$ cat src/rtl/mul_sequencer.sv
// rtl/mul_sequencer.sv - iterative radix-2 shift-add multiplier (mul/mulh/mulhu) with stall handshake
module mul_sequencer #(
    parameter int WIDTH = 32,
    localparam int CNT_W = $clog2(WIDTH) + 1
) (
    input  logic             clk,
    input  logic             rst_n,
    input  logic             start,
    input  logic [3:0]       aluop,
    input  logic [WIDTH-1:0] a,
    input  logic [WIDTH-1:0] b,
    input  logic             flush,
    output logic             stall,
    output logic             busy,
    output logic             done,
    output logic [WIDTH-1:0] result
);

    localparam logic [3:0] OP_MUL   = 4'b0101;
    localparam logic [3:0] OP_MULH  = 4'b0110;
    localparam logic [3:0] OP_MULHU = 4'b0111;

    localparam logic [1:0] S_IDLE = 2'd0;
    localparam logic [1:0] S_RUN  = 2'd1;
    localparam logic [1:0] S_FIX  = 2'd2;
    localparam logic [1:0] S_DONE = 2'd3;

    logic [1:0]         state;
    logic [CNT_W-1:0]   cnt;
    logic [WIDTH-1:0]   mcand;
    logic [WIDTH-1:0]   mplier;
    logic [2*WIDTH-1:0] acc;
    logic               sign_neg;
    logic               want_low;

    logic               valid_op;
    logic               is_mulh;
    logic [WIDTH-1:0]   mag_a;
    logic [WIDTH-1:0]   mag_b;
    logic [WIDTH:0]     sum;
    logic [2*WIDTH-1:0] acc_fixed;

    // Operand decode, magnitude conversion and the per-iteration partial sum
    always_comb begin
        valid_op  = (aluop == OP_MUL) || (aluop == OP_MULH) || (aluop == OP_MULHU);
        is_mulh   = (aluop == OP_MULH);
        // Most-negative input yields 2^(W-1), which still fits as an unsigned magnitude
        mag_a     = (is_mulh && a[WIDTH-1]) ? (~a + 1'b1) : a;
        mag_b     = (is_mulh && b[WIDTH-1]) ? (~b + 1'b1) : b;
        sum       = {1'b0, acc[2*WIDTH-1:WIDTH]} + (mplier[0] ? {1'b0, mcand} : '0);
        acc_fixed = sign_neg ? (~acc + 1'b1) : acc;
    end

    // Core stalls from the accepting cycle until the done cycle
    always_comb begin
        stall = ((state == S_IDLE) && start && valid_op) || (state == S_RUN) || (state == S_FIX);
    end

    // Sequencing FSM with datapath registers
    always_ff @(posedge clk or negedge rst_n) begin
        if (!rst_n) begin
            state    <= S_IDLE;
            cnt      <= '0;
            mcand    <= '0;
            mplier   <= '0;
            acc      <= '0;
            sign_neg <= 1'b0;
            want_low <= 1'b0;
            busy     <= 1'b0;
            done     <= 1'b0;
            result   <= '0;
        end else if (flush) begin
            state <= S_IDLE;
            cnt   <= '0;
            busy  <= 1'b0;
            done  <= 1'b0;
        end else begin
            done <= 1'b0;
            case (state)
                S_IDLE: begin
                    if (start && valid_op) begin
                        state    <= S_RUN;
                        busy     <= 1'b1;
                        cnt      <= '0;
                        mcand    <= mag_a;
                        mplier   <= mag_b;
                        acc      <= '0;
                        sign_neg <= is_mulh && (a[WIDTH-1] ^ b[WIDTH-1]);
                        want_low <= (aluop == OP_MUL);
                    end
                end
                S_RUN: begin
                    acc    <= {sum, acc[WIDTH-1:1]};
                    mplier <= mplier >> 1;
                    if (cnt == CNT_W'(WIDTH - 1)) begin
                        cnt   <= '0;
                        state <= S_FIX;
                    end else begin
                        cnt <= cnt + 1'b1;
                    end
                end
                S_FIX: begin
                    acc    <= acc_fixed;
                    result <= want_low ? acc_fixed[WIDTH-1:0] : acc_fixed[2*WIDTH-1:WIDTH];
                    busy   <= 1'b0;
                    done   <= 1'b1;
                    state  <= S_DONE;
                end
                default: begin
                    state <= S_IDLE;
                end
            endcase
        end
    end

endmodule

$ cat config.mk
export PLATFORM = sky130hd
export DESIGN_NAME = mul_sequencer
export DESIGN_NICKNAME = d
export VERILOG_FILES = /design/src/rtl/mul_sequencer.sv
export SDC_FILE = /design/constraint.sdc
export NUM_CORES = 1
export LEC_CHECK = 0
export ABC_AREA = 1
export CORE_ASPECT_RATIO = 1.4
export CORE_MARGIN = 2
export CORE_UTILIZATION = 30
export CTS_CLUSTER_SIZE = 30
export DETAILED_ROUTE_END_ITERATION = 7
export SYNTH_ARGS = -nofsm -noshare
export SYNTH_HDL_FRONTEND = slang
export SYNTH_SLANG_ARGS = --single-unit
$ cat constraint.sdc
create_clock -name clk -period 4 [get_ports clk]
set_input_delay 0.6 -clock clk [delete_from_list [all_inputs] [get_ports clk]]
set_output_delay 0.6 -clock clk [all_outputs]
set_load 0.1 [all_outputs]
==> metrics <==
maximum capacitance violations 0; syn_area_per_cell 6.033 µm²; CP Capture Type output pin; diodes inserted 0; Crit Path Max Fanout 6; Starting DRT DRC Count 1095; status completed; Setup Viol. Count Final 0; reg2reg start mplier[0]; Clock Sinks 172; Worst Setup Path Type flip-flop to output pin; wire length per cell 16.07 µm; Post-CTS Resized 0; Sw Share 0.5948; IO Port Bufs 106; GRT Overall Usage 0.2051; Antenna Nets Post-Route 0; area leader, netlist dfrtp_1; fmax 377.1 MHz; R2R Setup Slk 1390 ps; Min Clock Period, post-route 2652 ps; CP top delay family buffers and inverters; final setup TNS 0 ps; hold_buf cts 0; vias in the first global route 15540; met1 WL 20570 µm; area delta synth->final 14.83%; worst path bufs/invs 3; PD cells 957.2 nW/µm²; Rows 95; post-synthesis instance area 14620 µm²; die width 190.6 µm; top layer in use met4; count of different cell masters after synthesis 44; Post-CTS Setup Repair Bufs 0; first-pass GRT wire length 81540 µm; Worst Path Arrival 2050 ps; Max stage delay on crit path 410 ps; Hold WC Path Type primary input to asynchronous set/reset pin; Max Slew Vio Count 0; CTS clock-pin slew for the worst setup and hold paths 70 ps; peak supply drop 547.1 µV; Worst-Skew Late Latency 470 ps; final WL 50360 µm; filler cell count 5395; Slew @ Worst Pin 1036 ps; TritonCTS Buffers 17; layout cells sized above 1 0.03834; Comb pwr share 0.701; met2 wire length 25450 µm; synth top area cells dfrtp_1 29%, nand2_1 22%, nand3_1 9.2%, inv_1 7.5%, nor2_1 7.3%; worst slack at placement 875.9 ps; TritonCTS clock tree yes; post-synthesis cell count 2423; Post-layout nets 2604; Top Ports 107; leakage 0.008861 µW; Clock Tree Buf Depth 2; Final Hold Viols 0; Syn Nets 2536; total internal power 6511 µW; antenna violations before repair 0; critical-path cell list inv_1 -> ha_1 -> inv_1 -> nand3_1 -> buf_4; top_reg_cell synth dfrtp_1; number of synthesized register bits 172; full die area 50540 µm²; Pre-antenna DRT Iters 8; GPL Wtd Cong 0.9562; Root Buffer clkbuf_16; # H-tree levels 4; Core ar. 48020 µm²; global route overflow 0; Crit-path slowest cell dfrtp_1; Post-DP HPWL 40200 µm; Die Ht 265.2 µm; top-area cell type share of the netlist area 0.2944; Initial Utilization 0.3044; reg-to-reg endpoint acc[61]; met3 WL 1547 µm; Clock Skews 15.06 ps; startpoint class of the critical path flip-flop; Critical Path RT 3400 ps; Slew HR 0.3069; Remaining DRCs 0; Clock power frac 0.103; via count 15520; Worst path most repeated cell inv_1; final period utilization 0.6630; Vias/cell 4.953; setup slack after layout 1348 ps; Seq/Total Area, Yosys 0.2944; Switching Power 9558 µW; FFs w/ async S/R, synth 1.000; unrepaired setup endpoints after global routing false; Flop pwr share 0.196; synth warn 0; EDFF count, synth 0; worst-case reg-to-reg path depth 17; largest net degree at the start of global routing 66; CP Depth 5
## Yosys cell counts, types with 33 or more instances
cell,n
nand3_1,269
a21oi_1,60
nor2_1,285
dfrtp_1,172
o211ai_1,45
o21ai_0,108
nand4_1,34
inv_1,291
clkbuf_1,33
ha_1,40
nand2_1,867
xor2_1,40
## flip-flops by register name (all words and copies together), names as in the netlist
signal / count
want_low: 1
busy: 1
done: 1
cnt: 6
result: 32
mcand: 32
acc: 64
state: 2
mplier: 32
sign_neg: 1
## power by group through the flow
stage                     clock network (µW)  logic [µW]  registers (µW)
after floorplan                            0        6920            3960
after global placement                     0       11100            3140
after detailed placement                   0       11100            3160
after CTS                               1680       11200            3140
after global routing                    1760       12500            3250
final                                   1650       11300            3150
## cell type report
| cell class | count | area, µm² | area share |
|---|---|---|---|
| sequential | 172 | 4305 | 0.2565 |
| clock buffer | 23 | 478.0 | 0.02847 |
| multi-input combinational | 1877 | 8806 | 0.5246 |
| clock inverter | 9 | 87.58 | 0.005217 |
| timing repair buffer | 125 | 1202 | 0.07163 |
| tap | 630 | 788.3 | 0.04696 |
| inverter | 298 | 1120 | 0.06671 |
## how the worst max path moves through the flow
stage / startpoint / to / slack (ps)
after floorplan: state[1] / stall / 1310
final: state[0] / stall / 1350
after detailed placement: aluop[1] / mplier[5] / 880
after global placement: aluop[2] / mplier[5] / 880
after global routing: mplier[0] / acc[61] / 1100
after CTS: state[0] / result[12] / 1330
## layout by cell type (no fill, tap or decap), types with 3 or more instances in the layout
master	synthesis	final
a31oi_1	3	3
clkbuf_8	0	3
and2_1	5	5
xor2_1	40	40
o21bai_1	8	8
clkinvlp_4	0	4
dfrtp_1	172	171
nand4_1	34	34
o21ai_2	4	4
inv_1	291	291
o22ai_1	3	3
o21ai_1	22	22
clkdlybuf4s50_1	0	104
ha_1	40	39
nand3_1	269	269
clkbuf_16	0	17
nand2_1	867	867
nand3b_1	9	9
or2_2	11	11
clkbuf_1	33	3
o31ai_1	4	4
o211ai_1	45	45
o21ai_0	108	108
nor3_1	22	22
a22oi_1	4	4
nor2_4	8	8
clkinv_2	1	3
nor2_1	285	284
o21a_1	3	3
inv_2	4	4
nand2_2	4	4
nor2_2	6	7
buf_4	4	20
a21oi_1	60	60
## per-stage QoR
| stage | cell area, µm² | std cells | hold WS, ps | total power, µW | utilization |
|---|---|---|---|---|---|
| after floorplan | 14620 | 2423 | 304.4 | 10880 | - |
| after global placement | 16220 | 3102 | 459.4 | 14270 | 0.3378 |
| after global routing | 16790 | 3134 | 159.7 | 17520 | 0.3496 |
| after detailed placement | 16220 | 3102 | 463.8 | 14300 | 0.3378 |
| final | 16790 | 3134 | 89.26 | 16070 | 0.3496 |
| after CTS | 16790 | 3134 | 144.5 | 16000 | 0.3496 |
## kinds of logic after synthesis
| family | share of synthesized area |
|---|---|
| and+or+nand+nor | 0.4341 |
| AOI/OAI and AO/OA | 0.1072 |
| DFF | 0.2944 |
| adders and majority gates | 0.03560 |
| xor gates and xnor gates | 0.02516 |
| buffers and inverters | 0.1036 |
## worst reg2reg max path: stages (launching register included)
cell and delay [ps]:
dfrtp_1 420, nand2_1 70, inv_1 90, ha_1 210, inv_1 70, fa_1 350
inv_1 130, nand3_1 80, nand3_1 190, nand2_1 70, nand2_1 130, nand2_1 70
nand2_1 200, nand2_1 100, nand2_1 80, nand2_1 60, nand3_1 100, nand3_1 80
## layer usage
layer,track usage,vias to the layer above
met5,0,-
met4,0.1177,0
met3,0.01874,131
met2,0.3652,375
met1,0.2389,7151
li1,-,7865
(Power assumes the default switching activity.)
